==> src/rtl/lcd_char_display.sv <==
// HD44780-class character LCD controller: power-up wait, init command sequence,
// then per-row refresh of a ROWS x COLS text frame through an ena/done byte writer.
module lcd_char_display #(
  parameter int ROWS       = 2,
  parameter int COLS       = 16,
  parameter int INIT_WAIT  = 50000,
  parameter int CLEAR_WAIT = 2000,
  parameter int PARTIAL    = 1
) (
  input  logic                   clk_1MHz,
  input  logic                   rst_n,
  input  logic                   ena,
  input  logic [ROWS*COLS*8-1:0] text,
  input  logic                   done_write,
  output logic [7:0]             data,
  output logic                   cmd_data,
  output logic                   ena_write,
  output logic                   busy,
  output logic                   init_done
);

  localparam int FRAME_W  = ROWS * COLS * 8;
  localparam int ROW_W    = COLS * 8;
  localparam int MAX_WAIT = (INIT_WAIT > CLEAR_WAIT) ? INIT_WAIT : CLEAR_WAIT;
  localparam int CNT_W    = (MAX_WAIT > 1) ? $clog2(MAX_WAIT) : 1;
  localparam int COL_W    = $clog2(COLS + 1);

  typedef enum logic [3:0] {
    ST_PWRUP, ST_INIT_ISSUE, ST_INIT_WAIT, ST_IDLE, ST_LOAD,
    ST_ROW_CHK, ST_ADDR_ISSUE, ST_CHR_ISSUE, ST_WAIT_DONE, ST_DELAY
  } state_t;

  state_t             state_q, state_d;
  logic [CNT_W-1:0]   cnt_q, cnt_d;
  logic [2:0]         init_idx_q, init_idx_d;
  logic [1:0]         row_q, row_d;
  logic [COL_W-1:0]   col_q, col_d;
  logic               chr_phase_q, chr_phase_d;
  logic               pending_q, pending_d;
  logic               first_q, first_d;
  logic               done_q, done_d;
  logic [7:0]         data_q, data_d;
  logic               cmd_data_q, cmd_data_d;
  logic               ena_write_q, ena_write_d;
  logic               busy_q, busy_d;
  logic               init_done_q, init_done_d;
  logic [FRAME_W-1:0] shadow_q, shadow_d;
  logic [FRAME_W-1:0] last_q, last_d;
  logic               advance_row;
  int unsigned        cnt_ext;

  assign cnt_ext = 32'(cnt_q);

  function automatic logic [7:0] init_cmd(input logic [2:0] idx);
    case (idx)
      3'd0:    return 8'h33;
      3'd1:    return 8'h32;
      3'd2:    return 8'h28;
      3'd3:    return 8'h0C;
      3'd4:    return 8'h06;
      default: return 8'h01;
    endcase
  endfunction

  function automatic logic [7:0] row_base(input logic [1:0] r);
    case (r)
      2'd0:    return 8'h00;
      2'd1:    return 8'h40;
      2'd2:    return 8'(COLS);
      default: return 8'(64 + COLS);
    endcase
  endfunction

  function automatic logic [7:0] char_at(input logic [FRAME_W-1:0] f, input int r, input int c);
    return f[(ROWS*COLS-1-(r*COLS+c))*8 +: 8];
  endfunction

  function automatic logic [ROW_W-1:0] row_of(input logic [FRAME_W-1:0] f, input int r);
    return f[(ROWS-1-r)*ROW_W +: ROW_W];
  endfunction

  always_comb begin
    // NOTE: every _d starts from its _q so no branch below can infer a latch.
    state_d     = state_q;
    cnt_d       = cnt_q;
    init_idx_d  = init_idx_q;
    row_d       = row_q;
    col_d       = col_q;
    chr_phase_d = chr_phase_q;
    pending_d   = pending_q;
    first_d     = first_q;
    data_d      = data_q;
    cmd_data_d  = cmd_data_q;
    ena_write_d = 1'b0;
    busy_d      = busy_q;
    init_done_d = init_done_q;
    shadow_d    = shadow_q;
    last_d      = last_q;
    advance_row = 1'b0;
    // done is registered so the next byte is issued one cycle after it is seen
    done_d      = done_write && (state_q == ST_INIT_WAIT || state_q == ST_WAIT_DONE);

    if (ena && (state_q inside {ST_ROW_CHK, ST_ADDR_ISSUE, ST_CHR_ISSUE, ST_WAIT_DONE}))
      pending_d = 1'b1;

    case (state_q)
      ST_PWRUP: begin
        if (cnt_ext + 32'd1 >= INIT_WAIT) begin
          cnt_d       = '0;
          init_idx_d  = 3'd0;
          state_d     = ST_INIT_ISSUE;
          data_d      = init_cmd(3'd0);
          cmd_data_d  = 1'b0;
          ena_write_d = 1'b1;
        end else begin
          cnt_d = cnt_q + CNT_W'(1);
        end
      end
      ST_INIT_ISSUE: state_d = ST_INIT_WAIT;
      ST_INIT_WAIT: begin
        if (done_q) begin
          if (init_idx_q == 3'd5) begin
            cnt_d   = '0;
            state_d = ST_DELAY;
          end else begin
            init_idx_d  = init_idx_q + 3'd1;
            state_d     = ST_INIT_ISSUE;
            data_d      = init_cmd(init_idx_q + 3'd1);
            cmd_data_d  = 1'b0;
            ena_write_d = 1'b1;
          end
        end
      end
      ST_DELAY: begin
        if (cnt_ext + 32'd1 >= CLEAR_WAIT) begin
          cnt_d       = '0;
          busy_d      = 1'b0;
          init_done_d = 1'b1;
          state_d     = ST_IDLE;
        end else begin
          cnt_d = cnt_q + CNT_W'(1);
        end
      end
      ST_IDLE: begin
        if (ena || pending_q) begin
          busy_d  = 1'b1;
          state_d = ST_LOAD;
        end
      end
      ST_LOAD: begin
        shadow_d  = text;
        pending_d = 1'b0;
        row_d     = 2'd0;
        col_d     = '0;
        state_d   = ST_ROW_CHK;
      end
      ST_ROW_CHK: begin
        if (first_q || PARTIAL == 0 ||
            row_of(shadow_q, int'(row_q)) != row_of(last_q, int'(row_q))) begin
          chr_phase_d = 1'b0;
          col_d       = '0;
          state_d     = ST_ADDR_ISSUE;
          data_d      = 8'h80 | row_base(row_q);
          cmd_data_d  = 1'b0;
          ena_write_d = 1'b1;
        end else begin
          advance_row = 1'b1;
        end
      end
      ST_ADDR_ISSUE, ST_CHR_ISSUE: state_d = ST_WAIT_DONE;
      ST_WAIT_DONE: begin
        if (done_q) begin
          if (!chr_phase_q) begin
            chr_phase_d = 1'b1;
            col_d       = '0;
            state_d     = ST_CHR_ISSUE;
            data_d      = char_at(shadow_q, int'(row_q), 0);
            cmd_data_d  = 1'b1;
            ena_write_d = 1'b1;
          end else if (col_q == COL_W'(COLS - 1)) begin
            col_d       = '0;
            last_d[(ROWS-1-int'(row_q))*ROW_W +: ROW_W] = row_of(shadow_q, int'(row_q));
            advance_row = 1'b1;
          end else begin
            col_d       = col_q + COL_W'(1);
            state_d     = ST_CHR_ISSUE;
            data_d      = char_at(shadow_q, int'(row_q), int'(col_q) + 1);
            cmd_data_d  = 1'b1;
            ena_write_d = 1'b1;
          end
        end
      end
      default: state_d = ST_PWRUP;
    endcase

    // Shared by skipped rows and finished rows: next row, or close the frame
    if (advance_row) begin
      if (row_q == 2'(ROWS - 1)) begin
        first_d = 1'b0;
        if (pending_d) begin
          state_d = ST_LOAD;
        end else begin
          busy_d  = 1'b0;
          state_d = ST_IDLE;
        end
      end else begin
        row_d   = row_q + 2'd1;
        state_d = ST_ROW_CHK;
      end
    end
  end

  always_ff @(posedge clk_1MHz or negedge rst_n) begin
    if (!rst_n) begin
      state_q     <= ST_PWRUP;
      cnt_q       <= '0;
      init_idx_q  <= 3'd0;
      row_q       <= 2'd0;
      col_q       <= '0;
      chr_phase_q <= 1'b0;
      pending_q   <= 1'b0;
      first_q     <= 1'b1;
      done_q      <= 1'b0;
      data_q      <= 8'h00;
      cmd_data_q  <= 1'b0;
      ena_write_q <= 1'b0;
      busy_q      <= 1'b1;
      init_done_q <= 1'b0;
    end else begin
      // NOTE: sequential state uses non-blocking assignment so all flops update together.
      state_q     <= state_d;
      cnt_q       <= cnt_d;
      init_idx_q  <= init_idx_d;
      row_q       <= row_d;
      col_q       <= col_d;
      chr_phase_q <= chr_phase_d;
      pending_q   <= pending_d;
      first_q     <= first_d;
      done_q      <= done_d;
      data_q      <= data_d;
      cmd_data_q  <= cmd_data_d;
      ena_write_q <= ena_write_d;
      busy_q      <= busy_d;
      init_done_q <= init_done_d;
    end
  end

  // NOTE: frame storage is left unreset; its contents are never used while first_q is set.
  always_ff @(posedge clk_1MHz) begin
    shadow_q <= shadow_d;
    last_q   <= last_d;
  end

  assign data      = data_q;
  assign cmd_data  = cmd_data_q;
  assign ena_write = ena_write_q;
  assign busy      = busy_q;
  assign init_done = init_done_q;

endmodule

==> config.mk <==
export PLATFORM = sky130hd
export DESIGN_NAME = lcd_char_display
export DESIGN_NICKNAME = d
export VERILOG_FILES = /design/src/rtl/lcd_char_display.sv
export SDC_FILE = /design/constraint.sdc
export NUM_CORES = 1
export LEC_CHECK = 0
export CAP_MARGIN = 40
export CORE_MARGIN = 2
export CORE_UTILIZATION = 62
export DETAILED_ROUTE_END_ITERATION = 8
export PLACE_DENSITY = 0.93
export SLEW_MARGIN = 20
export SYNTH_ARGS = -nofsm -noshare
export SYNTH_HDL_FRONTEND = slang
export SYNTH_SLANG_ARGS = --single-unit
==> constraint.sdc <==
create_clock -name clk_1MHz -period 17.7 [get_ports clk_1MHz]
set_clock_uncertainty 0.1 [all_clocks]
set_input_delay 3.54 -clock clk_1MHz [delete_from_list [all_inputs] [get_ports clk_1MHz]]
set_output_delay 3.54 -clock clk_1MHz [all_outputs]
set_load 0.03 [all_outputs]
=== Word level (Yosys, flattened, before mapping) ===
Cells that the tools add are included.

* Add/sub/neg operators: 11
* $mul: 0
* Divide/modulo/power cells: 0
* Magnitude comparators: 2
* Equality and inequality tests: 32
* Shift operators: 6
* Multiplexer cells: 72
* Bitwise gates (word level): 0
* Reductions and logical operators: 24

{| class="wikitable"
|+ Operator list
! cell !! number
|-
| indexed part select 256 x 10 -> 128 bit || 2
|-
| bitwise mux 256 bit || 1
|-
| variable shift 128 x 33 -> 256 bit, first input constant || 1
|-
| indexed part select 128 x 33 -> 256 bit || 1
|-
| indexed part select 256 x 10 -> 8 bit || 1
|-
| indexed part select 256 x 11 -> 8 bit || 1
|-
| inequality test 128 bit || 1
|-
| two-way mux 16 bit || 4
|-
| two-way mux 8 bit || 7
|-
| case mux 16 bit (3 select lines) || 1
|-
| two-way mux 4 bit || 11
|-
| case mux 4 bit (9 select lines) || 1
|-
| negation 10 -> 33 bit || 1
|-
| >= comparator 32 x 16 -> 1 bit, second input constant || 1
|-
| case mux 8 bit (4 select lines) || 1
|-
| case mux 6 bit (5 select lines) || 1
|-
| two-way mux 1 bit || 26
|-
| case mux 7 bit (3 select lines) || 1
|-
| two-way mux 5 bit || 4
|-
| inequality test 3 bit, second input constant || 6
|-
| adder 16 x 1 -> 17 bit, second input constant || 1
|-
| >= comparator 17 x 11 -> 1 bit, second input constant || 1
|-
| adder 16 x 1 -> 16 bit, second input constant || 1
|-
| equality test 4 x 3 -> 1 bit, second input constant || 4
|-
| 40 further kinds || 67
|}

* Bits in registers: 558
* Latch bits: 0
* Memory bits (writable): 0
* Bits in read-only memories: 0
* Input bits: 260
* Word-level logic and storage cells: 163
* Memories: 0

=== Longest topological paths before layout ===
Gate-level depths: netlist of the first run.

* Word-level depth: 8
* Gate-level depth with buffers: 15
* Mapped depth without buffers: 11

=== Worst setup path after synthesis of the first run ===
No wires, ideal clock.

* Kind: reg2reg
* Start point: register state_q[2]
* End point: register last_q[0] (enable)
* Arrival: 6.964 ns
* Required time: 16.983 ns
* Slack: 10.018 ns
* Stages on the path, launching flop included: 8
* Buffers on the path: 1
* Clock period less this slack: 7.682 ns
* Cell sequence: dfrtp_1 clkbuf_1 nand2b_1 nor3_1 nand2_1 nor3_1 nand2_1 nor2_1

* Cells in the longest elaborated chain, start to end: 2

{| class="wikitable"
|+ Ends and longest elaborated chain
! element !! RTL line !! text
|-
| from (decl) || 33 || <nowiki>state_t state_q, state_d;</nowiki>
|-
| from (signal assigned) || 231 || <nowiki>state_q <= state_d;</nowiki>
|-
| equality test 4 bit || 106 || <nowiki>case (state_q)</nowiki>
|-
| AND reduction 4 bit (no source line) || -- ||
|-
| to (signal assigned) || 251 || <nowiki>last_q <= last_d;</nowiki>
|-
| to (decl) || 48 || <nowiki>logic [FRAME_W-1:0] last_q, last_d;</nowiki>
|}

Every way passes these cells.
A chain may end at the register's enable or synchronous reset.

=== Final worst setup path of the first run ===
* Start point: register data_q[4], in the netlist data[4]
* End point: output port data[4]

{| class="wikitable"
|+ RTL lines
! element !! RTL line !! text
|-
| from (decl) || 42 || <nowiki>logic [7:0] data_q, data_d;</nowiki>
|-
| from (signal assigned) || 240 || <nowiki>data_q <= data_d;</nowiki>
|-
| to (decl) || 15 || <nowiki>output logic [7:0] data,</nowiki>
|}

No word-level cell between the ends.

==> out/metrics.yaml, run 1 <==
min_period_ns: 5.48
die_w_um: 210
avgRoutedWirePerCell_um: 29.6
rsz0062_at_grt: "no"
fmax_mhz: 183
num-fill-cells: 2605
maxCapViolations: 0
holdBufCountCts: 0
max_stage_delay_ns: 0.73
worstHoldPathType: "flip-flop to flip-flop"
finalSetupViolations: 0
peakVddDrop_uv: 101
synth_nets: 2381
core-area_mm2: 0.0420
cts_root_buf: "clkbuf_16"
cts_sinks: 558
crit_arrival_ns: 1.84
run_status: "finished, final reports clean"
worstHoldStart: "init_done"
nets: 2647
critPathKind: "flip-flop to primary output"
hold_ws_ns: 0.368
r2r_cells: 11
multi_input_comb_area_mm2: 0.00906
gp_congestion: 1.09
drive_gt1_share_pct: 7.67
grt_pass1_vias: 19952
grt.overflow.total: 0
tightest_slew_ns: 1.02
area_growth_pct: 20.2
dr.pass1.iters: 7
grt_usage_pct: 39.5
synth_edf_count: 512
rrSetupSlack_ns: 12.49
cts_made_buffers: 56
cts_tree: "yes"
dpl.hpwl_mm: 63.4
io_buffer_count: 271
ys_seq_area_share_pct: 62.6
wirelength_mm: 87.2
drtAntennaViolNets: 0
setup-tns-final_ns: 0
powerDensity_mw_per_mm2: 119
dieArea_mm2: 0.0443
synth.distinct_cells: 74
initial_core_util_pct: 62.8
slew_headroom_pct: 31.7
grt_pass1_wl_mm: 126
syn_area_mm2: 0.0264
clk_pin_slew_ns: 0.07
antenna_cells: 0
cts-resized-gates: 0
cp_cell_sequence: "clkdlybuf4s50_1"
crit_slowest_cell: "clkdlybuf4s50_1"
clk_path_buf_depth: 3
htreeDepth: 2
synthCells: 2099
finalCritPeriodShare_pct: 30.9
p_leak_nw: 11.0
finalHoldViolCount: 0
fp-row-count: 75
reg2reg_from: "col_q[0]"
instances_no_fill: 2951
dr_total_vias: 20391
critPathCaptureType: "primary output"
finalPower_mw: 3.79
whs_path_depth: 1
reg2reg_to: "data[1]"
path_depth: 1
die_h_um: 210
min_to: "init_done"
placed_cells: 2843
clk_latency_ns: 0.64
async_reset_ff_share_pct: 8.24
required_ns: 14.06
grt_max_degree: 88
maxSlewViolCount: 0
drt_iter0_drc: 3817
drcViolationCount: 0
crit_path_start_kind: "flip-flop"
critPathBufInv: 1
post_cts_buffers: 0
yosys_warnings: 0
antenna_found_initial: 1
cp_max_fo: 2
critical-path-top-delay-family: "buffers and inverters"
seqCellArea_mm2: 0.0165
synth_flop_cell: "edfxtp_1"
synth-seq-cells: 558
layout_commonest_cell: "edfxtp_1"
viasPerCell: 6.91
mostFrequentLayoutCells: "edfxtp_1, nor2_1, clkdlybuf4s50_1, inv_1, mux2i_1"
io_pins: 272
synth.avg_cell_area_um2: 12.6
[cells by family (layout without fill, tap and decap cells)]
group                    Yosys count  in the layout  share of synthesized area (%)
AND/OR/NAND/NOR                  705            705                           13.2
flip-flops                       558            558                           62.6
AO/OA/AOI/OAI                    343            343                           9.77
buffers and inverters            231            544                           3.35
multiplexers                     141            141                           6.72
XOR/XNOR                          99             99                           3.28
adder cells (fa/ha/maj)           22             22                           1.07
[area by class of cell]
type | count | share of cell area (%)
sequential | 558 | 52.1
multi-input combinational | 1310 | 28.5
timing repair buffer | 305 | 9.70
clock buffer | 60 | 4.53
tap | 539 | 2.12
inverter | 134 | 1.61
clock inverter | 45 | 1.45
[layer usage]
layer	routed length [um]	global-route usage, %	vias to the layer above
met5	0	0	-
met3	12600	12.1	519
li1	-	-	8351
met2	38400	60.6	1878
met4	8020	26.7	0
met1	28200	48.4	9643
[metrics by stage]
step,cell area (um2),setup slack [ns],util [%]
floorplan,26400,10.02,-
CTS,31700,12.23,75.5
global placement,29600,12.57,70.5
global route,31800,12.21,75.5
detailed placement,29800,12.51,70.9
finish,31800,12.22,75.5
[flip-flops by register name, indices dropped and copies added (netlist names)]
signal       cells
ena_write        1
last_q         256
done_q           1
shadow_q       256
cnt_q           16
init_done        1
chr_phase_q      1
row_q            2
cmd_data         1
col_q            5
init_idx_q       3
busy             1
pending_q        1
data             8
state_q          4
first_q          1
[worst max-delay path by stage]
| stage | start | end | slack, ns |
|---|---|---|---|
| after floorplan | state_q[2] | last_q[0] | 10.02 |
| after global placement | ena | state_q[0] | 12.57 |
| after detailed placement | ena | state_q[0] | 12.51 |
| after CTS | busy | busy | 12.23 |
| after global routing | busy | busy | 12.21 |
| final | data[4] | data[4] | 12.22 |
[cells in the mapped netlist (21+ instances only)]
cell	count	area (um2)
nor3_1	21	105
nand2_1	79	297
o22ai_1	31	194
inv_1	133	499
xor2_1	56	490
ha_1	21	263
mux2i_1	102	1020
dfrtp_1	44	1100
edfxtp_1	512	15400
and2_1	74	463
mux4_2	28	631
o21ai_0	33	165
a21oi_1	40	200
o221ai_1	36	315
nor2_1	280	1050
nand2b_1	72	450
clkbuf_1	66	248
nand4_1	28	175
nand3_1	27	135
nor2b_1	72	450
xnor2_1	43	377
[power breakdown]
group	internal [mW]	total (mW)	switching, mW
Combinational	0.302	0.752	0.449
Sequential	1.61	1.81	0.201
Clock	0.708	1.23	0.521
Note: power is estimated with default switching activity, not from simulation.
==> inputs of run 2 (changes only) <==
- CORE_UTILIZATION: 62 -> 57
- PLACE_DENSITY: 0.93 -> 0.87
- clock period: 17.7 -> 5.07 ns (I/O delays scaled with it)
==> out/metrics.yaml, run 2 (synthesis results as in run 1) <==
critical-path-top-delay-family: "compound AO/OA/AOI/OAI gates"
layout_commonest_cell: "edfxtp_1"
critPathBufInv: 0
finalCritPeriodShare_pct: 83.5
die_w_um: 219
min_period_ns: 4.23
crit_top_cell: "nand4_1"
crit_arrival_ns: 4.64
crit_path_start_kind: "flip-flop"
cts_tree: "yes"
gp_congestion: 1.03
wl_met1_mm: 30.3
dr.pass1.iters: 8
io_buffer_count: 271
max_stage_delay_ns: 0.64
fmax_mhz: 236
run_status: "finished, final reports clean"
clk_pin_slew_ns: 0.07
viasPerCell: 6.59
clk_path_buf_depth: 3
dpl.hpwl_mm: 62.7
drt_iter0_drc: 3310
required_ns: 5.47
grt_pass1_wl_mm: 124
setup-tns-final_ns: 0
io_pins: 272
nets: 2648
drcViolationCount: 0
fin_area_mm2: 0.0317
wl_met3_mm: 10.3
cts-resized-gates: 0
peakVddDrop_uv: 629
cts_sinks: 558
area_growth_pct: 19.9
highest_layer: "met5"
rsz0062_at_grt: "no"
crit_slowest_cell: "a22oi_1"
core-area_mm2: 0.0456
top_regs: "last_q (256), shadow_q (256), cnt_q (16)"
holdBufCountCts: 0
wirelength_mm: 85.6
finalHoldViolCount: 0
num-fill-cells: 3122
drtAntennaViolNets: 0
maxSlewViolCount: 0
clk_latency_ns: 0.63
fp-row-count: 78
whs_path_depth: 1
grt_usage_pct: 36.0
wl_met2_mm: 39.1
die_h_um: 219
grt.overflow.total: 0
mostFrequentLayoutCells: "edfxtp_1, nor2_1, clkdlybuf4s50_1, inv_1, mux2i_1"
powerDensity_mw_per_mm2: 411
tightest_slew_ns: 0.988
initial_core_util_pct: 58.0
slew_headroom_pct: 34.1
grt_pass1_vias: 19290
cts_made_buffers: 56
dr_total_vias: 19845
drive_gt1_share_pct: 7.34
p_leak_nw: 10.9
antenna_cells: 0
antenna_found_initial: 3
postPlaceCellArea_mm2: 0.0299
avgRoutedWirePerCell_um: 28.4
cp_cell_sequence: "nor2b_1 -> a2111oi_0 -> nand4_1 -> a22oi_1 -> nand4_1 -> nor4_4 -> a21boi_2 -> a21oi_4 -> mux2_2"
grt_max_degree: 129
critPathCaptureType: "flip-flop"
maxCapViolations: 0
r2r_cells: 9
worstHoldPathType: "flip-flop to flip-flop"
dieArea_mm2: 0.0481
finalSetupViolations: 0
cts_root_buf: "clkbuf_16"
path_depth: 9
critPathKind: "flip-flop to flip-flop"
rrSetupSlack_ns: 0.84
htreeDepth: 2
hold_ws_ns: 0.368
post_cts_buffers: 0
cp_max_fo: 8
## run 2: changes by cell type in the layout (fill, tap and decap cells not counted), sizes merged
cell / before / now
inv: 137 / 133
clkinv: 32 / 24
bufinv: 8 / 6
clkbuf: 62 / 70
clkinvlp: 2 / 5
buf: 33 / 35
## run 2: metrics by stage
step | std cells | total power, mW | util [%] | worst slack (ns)
after CTS | 3008 | 12.9 | 69.4 | 0.975
after floorplan | 2099 | 7.72 | - | -0.103
after detailed placement | 2905 | 8.84 | 65.5 | 0.983
after global placement | 2903 | 8.77 | 65.5 | 1.05
final | 3011 | 13.0 | 69.5 | 0.837
after global routing | 3011 | 13.4 | 69.5 | 0.740
## run 2: worst register-to-register path, stage by stage (launching register included)
cell,delay (ns)
edfxtp_1,0.57
nor2b_1,0.22
a2111oi_0,0.45
nand4_1,0.55
a22oi_1,0.64
nand4_1,0.22
nor4_4,0.43
a21boi_2,0.17
a21oi_4,0.36
mux2_2,0.39
## run 2: report_power, final
| part | internal (mW) | total, mW | switching (mW) |
|---|---|---|---|
| clock network | 2.34 | 4.12 | 1.78 |
| logic | 1.06 | 2.61 | 1.54 |
| registers | 5.61 | 6.29 | 0.685 |
## run 2: worst paths after layout
check / from / endpoint
worst max-delay path: shadow_q[66] / data[0]
min in group asynchronous: rst_n / ena_write
worst min register to register: init_done / init_done
worst min-delay path: init_done / init_done
max in group asynchronous: rst_n / row_q[0]
worst max register to register: shadow_q[66] / data[0]
## run 2: layout make-up
class                      count  area, um2  share of cell area (%)
clock buffer                  69       1450                    4.58
clock inverter                34        340                    1.07
inverter                     134        507                    1.60
multi-input combinational   1310       9060                    28.6
sequential                   558      16500                    52.2
tap                          600        751                    2.37
timing repair buffer         306       3040                    9.59
## run 2: per-layer routing
| metal | track usage (%) | vias up |
|---|---|---|
| li1 | - | 8342 |
| met1 | 46.8 | 9639 |
| met2 | 56.0 | 1524 |
| met3 | 7.80 | 338 |
| met4 | 20.8 | 2 |
| met5 | 0 | - |
